--- config.mk ---
export PLATFORM = sky130hd
export DESIGN_NAME = sm_block_max
export DESIGN_NICKNAME = d
export VERILOG_FILES = /design/src/rtl/sm_pkg.sv /design/src/rtl/sm_gt.sv /design/src/rtl/sm_block_max.sv
export SDC_FILE = /design/constraint.sdc
export NUM_CORES = 1
export LEC_CHECK = 0
export BUFFER_PORTS_ARGS = -buffer_cell sky130_fd_sc_hd__buf_2
export CAP_MARGIN = 20
export CORE_ASPECT_RATIO = 0.8
export CORE_MARGIN = 1
export CORE_UTILIZATION = 56
export CTS_CLUSTER_SIZE = 24
export DETAILED_ROUTE_END_ITERATION = 16
export HOLD_SLACK_MARGIN = 0.06
export PLACE_DENSITY = 0.91
export SLEW_MARGIN = 20
export SYNTH_ARGS = -nofsm -noshare
export SYNTH_HDL_FRONTEND = slang
export SYNTH_SLANG_ARGS = --single-unit
--- constraint.sdc ---
create_clock -name clk -period 6.33 [get_ports clk]
set_input_delay 0.9495 -clock clk [delete_from_list [all_inputs] [get_ports clk]]
set_output_delay 0.9495 -clock clk [all_outputs]
set_load 0.01 [all_outputs]
--- src/rtl/sm_pkg.sv ---
// Shared sign-magnitude definitions: the 8-bit sample type, its sign bit position
// and the FSM state encoding used by the block-statistics blocks.
package sm_pkg;

    typedef logic [7:0] sm_t;

    localparam int SM_SIGN_BIT = 7;

    typedef enum logic [1:0] {
        IDLE  = 2'd0,
        ACCUM = 2'd1,
        DONE  = 2'd2
    } state_t;

endpackage

--- src/rtl/sm_gt.sv ---
// Combinational numeric greater-than for sign-magnitude values (a > b).
// +0 and -0 compare equal.
module sm_gt
    import sm_pkg::*;
(
    input  sm_t  a,
    input  sm_t  b,
    output logic gt
);

    logic                   a_neg;
    logic                   b_neg;
    logic [SM_SIGN_BIT-1:0] a_mag;
    logic [SM_SIGN_BIT-1:0] b_mag;
    logic                   both_zero;

    assign a_neg     = a[SM_SIGN_BIT];
    assign b_neg     = b[SM_SIGN_BIT];
    assign a_mag     = a[SM_SIGN_BIT-1:0];
    assign b_mag     = b[SM_SIGN_BIT-1:0];
    assign both_zero = (a_mag == '0) && (b_mag == '0);

    // Once the two zero encodings are excluded, any non-negative a beats any negative b.
    always_comb begin
        gt = 1'b0;
        if (!both_zero) begin
            case ({a_neg, b_neg})
                2'b00:   gt = (a_mag > b_mag);
                2'b01:   gt = 1'b1;
                2'b10:   gt = 1'b0;
                default: gt = (a_mag < b_mag);
            endcase
        end
    end

endmodule

--- src/rtl/sm_block_max.sv ---
// Block maximum (and optional minimum, enabled by macro SM_BLOCK_MIN_EN) of BLOCK_LEN
// sign-magnitude samples, with valid/ready handshakes on both input and result.
module sm_block_max
    import sm_pkg::*;
#(
    parameter int BLOCK_LEN = 8,
    parameter int IDX_W     = 3
) (
    input  logic             clk,
    input  logic             rst_n,
    input  logic             start,
    input  logic             in_valid,
    output logic             in_ready,
    input  sm_t              in_data,
    output logic             out_valid,
    input  logic             out_ready,
    output sm_t              max_data,
    output logic [IDX_W-1:0] max_idx,
    output logic             busy
`ifdef SM_BLOCK_MIN_EN
    ,
    output sm_t              min_data,
    output logic [IDX_W-1:0] min_idx
`endif
);

    state_t           state;
    logic [IDX_W-1:0] cnt;
    logic             accept;
    logic             last;
    logic             first;
    logic             max_gt;

    assign accept = in_valid && in_ready;
    assign last   = (cnt == IDX_W'(BLOCK_LEN - 1));
    assign first  = (cnt == '0);

    sm_gt u_max_gt (
        .a  (in_data),
        .b  (max_data),
        .gt (max_gt)
    );

`ifdef SM_BLOCK_MIN_EN
    logic min_lt;

    // Stored minimum greater than the sample means the sample is strictly smaller.
    sm_gt u_min_gt (
        .a  (min_data),
        .b  (in_data),
        .gt (min_lt)
    );
`endif

    always_ff @(posedge clk or negedge rst_n) begin
        if (!rst_n) begin
            state     <= IDLE;
            cnt       <= '0;
            in_ready  <= 1'b0;
            out_valid <= 1'b0;
            busy      <= 1'b0;
            max_data  <= '0;
            max_idx   <= '0;
`ifdef SM_BLOCK_MIN_EN
            min_data  <= '0;
            min_idx   <= '0;
`endif
        end else begin
            case (state)
                IDLE: begin
                    if (start) begin
                        state    <= ACCUM;
                        cnt      <= '0;
                        in_ready <= 1'b1;
                        busy     <= 1'b1;
                    end
                end
                ACCUM: begin
                    if (accept) begin
                        if (first || max_gt) begin
                            max_data <= in_data;
                            max_idx  <= cnt;
                        end
`ifdef SM_BLOCK_MIN_EN
                        if (first || min_lt) begin
                            min_data <= in_data;
                            min_idx  <= cnt;
                        end
`endif
                        // The counter parks on the last index; it is cleared on return to IDLE.
                        if (last) begin
                            state     <= DONE;
                            in_ready  <= 1'b0;
                            out_valid <= 1'b1;
                        end else begin
                            cnt <= cnt + IDX_W'(1);
                        end
                    end
                end
                DONE: begin
                    if (out_valid && out_ready) begin
                        state     <= IDLE;
                        cnt       <= '0;
                        out_valid <= 1'b0;
                        busy      <= 1'b0;
                    end
                end
                default: begin
                    state     <= IDLE;
                    cnt       <= '0;
                    in_ready  <= 1'b0;
                    out_valid <= 1'b0;
                    busy      <= 1'b0;
                end
            endcase
        end
    end

endmodule
# [Word level (Yosys, flattened, before mapping)]
# Cells that the tools add are included.
[totals] register_bits=19 in_bits=13 output_inout_bits=14 elab_cells=59
[classes] add_sub_neg=1 n_lt_le_gt_ge=2 eq_ne=10 n_mux=21 n_bitwise=3 reduce_logical=15
[ops] cell="AND reduction 4 bit" n=4
[ops] cell="zero test 7 bit" n=2
[ops] cell="2-to-1 mux 3 bit" n=4
[ops] cell="case mux 1 bit (3 select lines)" n=4
[ops] cell="inequality test 2 bit, second input constant" n=5
[ops] cell="case mux 3 bit (3 select lines)" n=1
[ops] cell="2-to-1 mux 2 bit" n=4
[ops] cell="> comparator 7 bit" n=1
[ops] cell="< comparator 7 bit" n=1
[ops] cell="2-to-1 mux 1 bit" n=7
[ops] cell="case mux 2 bit (3 select lines)" n=1
[ops] cell="AND reduction 3 bit" n=2
[ops] cell="== test 2 x 1 -> 1 bit, second input constant" n=2
[ops] cell="== test 2 bit, second input constant" n=2
[ops] cell="zero test 2 bit" n=2
[ops] cell="adder 3 x 1 -> 3 bit, second input constant" n=1
[ops] cell="== test 3 bit, second input constant" n=1
[ops] cell="logical AND 1 bit" n=3
[ops] cell="zero test 3 bit" n=1
[ops] cell="NOT 1 bit" n=3
[ops] cell="logical OR 1 bit" n=1

# [Depth between registers and ports, before layout]
# Gate-level depths: netlist (run 1).
[depth] depth_word=5 depth_mapped=7 depth_no_buf=7

# [By module]
# From an unflattened synthesis (run 1), not the netlist that was laid out.
[unflattened] cells_unflattened=106 area_unflattened_um2=1133.6
[modules_own_cells] module="sm_block_max" instances=1 cells_per_inst=72 area_per_inst_um2=898.4 seq_area_each_um2=475.5
[modules_own_cells] module="sm_gt" instances=1 cells_per_inst=34 area_per_inst_um2=235.2 seq_area_each_um2=0.0

# [Worst setup path after synthesis (run 1)]
# Ideal clock, no wire load.
[synth_timing] path_type="input-to-reg" from="in in_data[2]" to="reg max_data[0]" setup_time_ns=0.125 t_arrival_ns=2.444 t_required_ns=6.205 setup_slack_ns=3.761 path_stages=6 path_buffers=0 cell_sequence="ha_1 -> a21oi_1 -> a21oi_1 -> o311a_4 -> a21oi_4 -> mux2_2"
[synth_between] elab_chain_cells=5 elab_cells_between_ends=8 cone_classes="order compare: 2; mux: 2; reduce/logical: 4"
[synth_lines] element="start: declaration" line_no="sm_block_max.sv:14" rtl="input sm_t in_data,"
[synth_lines] element="< comparator 7 bit, or another cell as far along" line_no="sm_gt.sv:31" rtl="default: gt = (a_mag < b_mag);"
[synth_lines] element="case mux 1 bit (3 select lines) or logical AND 1 bit (tied branches)" line_no="sm_gt.sv:27, sm_gt.sv:21"
[synth_lines] element="2-to-1 mux 1 bit (*)" line_no="sm_gt.sv:26" rtl="if (!both_zero) begin"
[synth_lines] element="logical OR 1 bit (*)" line_no="sm_block_max.sv:80" rtl="if (first || max_gt) begin"
[synth_lines] element="AND reduction 3 bit (no source line) (*)"
[synth_lines] element="end signal: assignment" line_no="sm_block_max.sv:81" rtl="max_data <= in_data;"
[synth_lines] element="end: declaration" line_no="sm_block_max.sv:17" rtl="output sm_t max_data,"
# Every way passes the cells marked *; elsewhere a longest branch is shown, timed or not.
# A chain may end at the register's enable or synchronous reset.

# [Worst setup path after layout (run 1)]
[layout_timing] from="in in_data[6]" to="reg max_data[1]"
# The elaborated chain is that of the path after synthesis.

==> summary.md, run 1 <==
| Metric | Value |
|---|---|
| Initial cell density of the core | `63.3%` |
| Commonest cells post-synth | `dfrtp_1 (19), inv_1 (11), ha_1 (10), mux2_2 (10)` |
| Final Max Slew Viols | `0` |
| Dominant cells by area after synthesis | `dfrtp_1 (43%), ha_1 (11%), mux2_2 (10%)` |
| Mapped Nets | `125` |
| Count of state elements after synthesis | `19` |
| Max-Slew Margin vs Limit | `56.7%` |
| Crit path kind | `input pin to register` |
| Mux cell area share after synthesis | `11.1%` |
| Most common cell in the netlist | `dfrtp_1` |
| RSZ-0062 raised after global routing | `false` |
| Met3 usage | `6.59%` |
| Synthesized area | `0.00110 mm²` |
| Seq/Total Area, Yosys | `43.1%` |
| Top_reg_cell synth | `dfrtp_1` |
| Synth Area in Compound Gates | `14.2%` |
| CTS sink cnt | `19` |
| Syn Area/Cell | `10.8 µm²` |
| Reg2reg start | `max_data[6]` |
| TNS Setup | `0 ns` |
| Drt first pass iters | `4` |
| GR Util met2 | `35.6%` |
| Fillers | `132` |
| CTS tree | `built` |
| Synth cell types | `29` |
| Worst setup path start | `in_data[6]` |
| Grt total ovfl | `0` |
| Arr. time, crit path | `2.75 ns` |
| Synth area leader | `dfrtp_1` |
| Clk root buf | `clkbuf_4` |
| Syn Inst Count | `102` |
| Cts repair resizes | `0` |
| Clock edge transition at the registers on the reported setup and hold paths | `0.10 ns` |
| Number of DRC markers in iteration 0 | `25` |
| Worst Path Max Fanout | `9` |
| Vias | `860` |
| Maximum VDD drop | `0.000263 V` |
| GRT Total Usage | `21.9%` |
| Global-route wire length before repair | `3430 µm` |
| Adder-Cell Fraction of Synth Area | `11.4%` |
| Via density | `5.66` |
| Synth async-reset ratio | `100%` |
| Busiest grt layer | `met2` |
| Synth Area in Simple Gates | `15.0%` |
| DRT Wirelength | `2040 µm` |
| Routed wire length per instance | `13.4 µm` |
| Count of input and output buffers | `26` |
| # diodes | `0` |
| Horiz. Die Dim | `51.6 µm` |
| Io pins | `27` |
| Post-place setup slack | `3.46 ns` |
| Crit path time final | `2.57 ns` |
| Min-delay src | `busy` |
| Share of cells above drive strength 1 | `33.1%` |
| Area share of the largest cell type after synthesis | `43.1%` |
| Tcrit/Tclk final | `40.6%` |
| Largest net degree at the start of global routing | `20` |
| RePlAce Congestion | `0.813` |
| Crit path required time | `6.51 ns` |
| Final layout net count | `154` |
| Clock Skew | `0.00134 ns` |
| Inserted Clock Buffers | `3` |
| Pwr dens | `466 mW/mm²` |
| Initial antenna violation count | `0` |
| Finish-stage setup viols | `0` |
| Hold Fails Final Rpt | `0` |
| Clock Path Buffers | `2` |
| Worst setup EP type | `register` |
| Post-Synth XOR/XNOR Area | `0%` |
| Setup crit start kind | `input pin` |
| DP Cell Count | `148` |
| Finished Layout Cells | `152` |
| Hold buffer count at CTS | `0` |
| HP Class | `register to register` |
| Die area | `0.00215 mm²` |
| Max-Cap Viols | `0` |
| Status | `complete, no violations` |
| Largest family of logic cells by synthesized area | `simple AND/OR/NAND/NOR gates` |
| Cell Rows | `13` |
| Post-synth EDFFs | `0` |
| Max Freq | `390 MHz` |
| Die Span Y | `41.7 µm` |
| Met1 usage | `29.5%` |
| Final HPWL DP | `1610 µm` |
| Final antenna-violating net count | `0` |
| Leakage | `0.618 nW` |
| Final worst slack | `3.76 ns` |
| Setup repair bufs after CTS | `0` |
| Layout area overhead | `15.2%` |
| Actual slew at the worst max-slew pin | `0.640 ns` |
| H-tree depth | `1` |
| Skew-Pair Late Insertion Delay | `0.29 ns` |
| DRC viols | `0` |
| Number of global-route vias before repair | `803` |
| Core ar. | `0.00174 mm²` |
| Synth warnings | `0` |
==> area by class of cell <==
class                   count  area [µm²]  share of cell area (%)
clock buffers               4        26.3                    2.07
inverters                  11        41.3                    3.25
multi-input cells          70         569                    44.8
flip-flops and latches     19         475                    37.4
well taps                  22        27.5                    2.17
repair buffers             26         130                    10.2
==> worst max-delay path, cell delays in order <==
cell and delay, ns:
buf_2 0.11, ha_1 0.32, a21oi_1 0.16, o21ai_0 0.17, o311a_4 0.36, a21oi_4 0.31
mux2_2 0.38
==> per-layer routing <==
layer | vias to the layer above | share of wire, % | routed length, µm
li1 | 422 | - | -
met1 | 416 | 46 | 943
met2 | 20 | 48 | 987
met3 | 2 | 4.9 | 101
met4 | 0 | 0.49 | 10
met5 | - | 0 | 0
==> state kept, by name (all words and copies together), names as in the netlist <==
| name | cells |
|---|---|
| in_ready | 1 |
| out_valid | 1 |
| max_idx | 3 |
| cnt | 3 |
| state | 2 |
| max_data | 8 |
| busy | 1 |
==> where the power goes <==
part           internal, mW  total (mW)  switching (mW)  leakage [nW]
Clock                0.0245      0.0591          0.0345        0.0150
Sequential            0.177       0.231          0.0542         0.224
Combinational         0.155       0.301           0.147         0.379
==> through the flow <==
stage	hold WS [ns]	cell area [µm²]	power [mW]	utilization, %
floorplan	0.509	1100	0.440	-
global placement	0.486	1240	0.516	71.5
detailed placement	0.496	1240	0.534	71.5
CTS	0.521	1270	0.597	73.0
global route	0.553	1270	0.643	73.0
finish	0.519	1270	0.592	73.0
==> worst paths after layout <==
check / endpoint / slack [ns] / cells past startpoint
min in group asynchronous: out_valid / 0.57 / 1
setup reg to reg: max_data[1] / 4.11 / 7
hold reg to reg: busy / 0.52 / 2
hold / removal: busy / 0.52 / 2
max in group asynchronous: max_data[1] / 5.48 / 1
setup / recovery: max_data[1] / 3.76 / 7
==> cells in the final DEF, fill, tap and decap left out, drive strengths merged, types with 3 or more instances in the layout <==
master	netlist	final
mux2	10	10
nand2	8	8
o21ai	4	4
nor4	3	3
buf	2	26
nor2	6	6
dfrtp	19	19
ha	10	10
a21oi	9	9
inv	11	11
clkbuf	0	4
==> cell families after synthesis <==
| logic type | count (synthesis) |
|---|---|
| DFF | 19 |
| muxes | 11 |
| buffers and inverters | 13 |
| and+or+nand+nor | 28 |
| adders and majority gates | 10 |
| AOI/OAI and AO/OA | 21 |
No activity file was read; power rests on OpenSTA's default activity.
==> inputs of run 2 (changes only) <==
--- a/config.mk
+++ b/config.mk
@@ -9,11 +9,11 @@
 export CAP_MARGIN = 20
 export CORE_ASPECT_RATIO = 0.8
 export CORE_MARGIN = 1
-export CORE_UTILIZATION = 56
+export CORE_UTILIZATION = 47
 export CTS_CLUSTER_SIZE = 24
 export DETAILED_ROUTE_END_ITERATION = 16
 export HOLD_SLACK_MARGIN = 0.06
-export PLACE_DENSITY = 0.91
+export PLACE_DENSITY = 0.82
 export SLEW_MARGIN = 20
 export SYNTH_ARGS = -nofsm -noshare
 export SYNTH_HDL_FRONTEND = slang
==> constraint.sdc (replaced) <==
create_clock -name clk -period 2.2 [get_ports clk]
set_input_delay 0.33 -clock clk [delete_from_list [all_inputs] [get_ports clk]]
set_output_delay 0.33 -clock clk [all_outputs]
set_load 0.01 [all_outputs]
==> summary.md, run 2 (synthesized netlist as in run 1, its figures left out) <==
| Metric | Value |
|---|---|
| Metal2 WL | `1010 µm` |
| Crit path kind | `register to register` |
| Share of cells above drive strength 1 | `36.0%` |
| Biggest register | `max_data` |
| Clk root buf | `clkbuf_4` |
| H-tree depth | `1` |
| Clock Path Buffers | `2` |
| Largest registers | `max_data x8, cnt x3, max_idx x3` |
| GRT Total Usage | `18.3%` |
| TNS Setup | `0 ns` |
| Crit path required time | `2.40 ns` |
| HP Class | `input pin to register` |
| Max incr delay on CP | `0.37 ns` |
| RePlAce Congestion | `0.785` |
| Horiz. Die Dim | `56.1 µm` |
| Drt first pass iters | `4` |
| Hold path depth | `4` |
| Number of global-route vias before repair | `814` |
| Final layout net count | `160` |
| Initial antenna violation count | `0` |
| Die Span Y | `45.3 µm` |
| Routed wire length per instance | `13.4 µm` |
| Maximum VDD drop | `0.000845 V` |
| Final worst slack | `0.0857 ns` |
| Actual slew at the worst max-slew pin | `0.733 ns` |
| Count of input and output buffers | `26` |
| Worst setup EP type | `register` |
| Tcrit/Tclk final | `96.1%` |
| Flop pwr share | `37.0%` |
| Top Layer Used | `met4` |
| Max-Cap Viols | `0` |
| Global-route wire length before repair | `3420 µm` |
| Fillers | `197` |
| Pwr dens | `1350 mW/mm²` |
| Reg2reg start | `max_data[6]` |
| Met3 wire length | `131 µm` |
| Finish-stage setup viols | `0` |
| Via density | `5.52` |
| Internal power | `1.08 mW` |
| Commonest non-fill, non-tap cells in the layout | `buf_2 (26), dfrtp_1 (19), inv_1 (11)` |
| DRT Wirelength | `2150 µm` |
| Inserted Clock Buffers | `3` |
| Io pins | `27` |
| Number of flip-flops in the largest register | `8` |
| Die area | `0.00254 mm²` |
| Final antenna-violating net count | `0` |
| # diodes | `0` |
| Final HPWL DP | `1600 µm` |
| Max-Slew Margin vs Limit | `51.1%` |
| CTS sink cnt | `19` |
| Leakage | `0.642 nW` |
| Worst Path Max Fanout | `4` |
| Core ar. | `0.00218 mm²` |
| Clock Skew | `0.00315 ns` |
| Reg2Reg Depth | `8` |
| Cell Rows | `15` |
| DRC viols | `0` |
| Combinational share of power | `52.6%` |
| Final core utilization | `60.9%` |
| Clock edge transition at the registers on the reported setup and hold paths | `0.11 ns` |
| Largest net degree at the start of global routing | `20` |
| Worst setup path start | `max_data[6]` |
| Skew-Pair Late Insertion Delay | `0.31 ns` |
| Switching share of power | `39.7%` |
| Crit-path cells | `inv_1, ha_1, a21oi_1, o21ai_0, o311a_4, a21oi_2, buf_4, mux2_2` |
| Grt total ovfl | `0` |
| Net Sw Power | `0.710 mW` |
| Layout area overhead | `20.3%` |
| Number of DRC markers in iteration 0 | `23` |
| DRT met1 WL | `987 µm` |
| Min-delay src | `out_ready` |
| Commonest non-fill, non-tap cell in the layout | `buf_2` |
| Hold slack | `0.281 ns` |
| Arr. time, crit path | `2.32 ns` |
| CP max-delay cell | `dfrtp_1` |
| Max Freq | `473 MHz` |
| Initial cell density of the core | `50.6%` |
| Status | `complete, no violations` |
| Crit path time final | `2.11 ns` |
| CTS tree | `built` |
| Setup crit start kind | `register` |
| Clk pwr share | `10.4%` |
| Final Max Slew Viols | `0` |
| Hold Fails Final Rpt | `0` |
| Vias | `889` |
| Post-place setup slack | `-0.0317 ns` |
==> run 2: changes by cell type in the layout (fill, tap and decap cells not counted), sizes merged <==
cell	delta
buf	+4
a21oi	+1
clkbuf	-1
clkinvlp	+1
dlygate4sd3	+1
==> run 2: stage by stage <==
stage,total power [mW],instances,cell area [µm²]
after floorplan,1.27,102,1100
final,1.79,161,1330
after CTS,1.75,158,1300
after global routing,1.94,161,1330
after detailed placement,1.56,153,1260
after global placement,1.52,153,1260
==> run 2: timing repair <==
action	4_1_cts	5_1_grt
hold endpoints to repair	19	0
endpoints found under the setup margin	0	9
hold buffers	1	0
setup buffers	0	2
gates resized for setup	0	1
==> run 2: area by class of cell <==
cell class / count / area (µm²) / share of cell area, %
sequential: 19 / 475 / 35.8
clock inverter: 1 / 7.51 / 0.566
timing repair buffer: 31 / 170 / 12.8
clock buffer: 3 / 22.5 / 1.70
tap: 25 / 31.3 / 2.36
inverter: 11 / 41.3 / 3.11
multi-input combinational: 71 / 578 / 43.6
==> run 2: power by group through the flow <==
stage / Combinational (mW) / Clock [mW] / Sequential (mW)
after CTS: 0.896 / 0.195 / 0.660
after global placement: 0.861 / 0 / 0.657
after global routing: 1.04 / 0.206 / 0.687
after detailed placement: 0.889 / 0 / 0.668
final: 0.940 / 0.186 / 0.662
after floorplan: 0.570 / 0 / 0.696
==> run 2: worst max-delay path, delay by kind of cell (launching register included) <==
family	cells	cell delay (ns)
compound gates	4	0.81
flops	1	0.37
mux	1	0.33
fa+ha+maj	1	0.30
buf+inv	2	0.20
==> run 2: layer usage <==
layer / up-vias / GRT usage [%]
li1: 438 / -
met1: 421 / 19.7
met2: 28 / 34.0
met3: 2 / 6.02
met4: 0 / 7.32
met5: - / 0
==> run 2: worst paths after layout <==
path	end	slack, ns
hold reg to reg	max_idx[1]	0.52
max in group asynchronous	max_data[2]	1.43
setup reg to reg	max_data[4]	0.09
setup / recovery	max_data[4]	0.09
hold / removal	out_valid	0.28
min in group asynchronous	in_ready	0.47
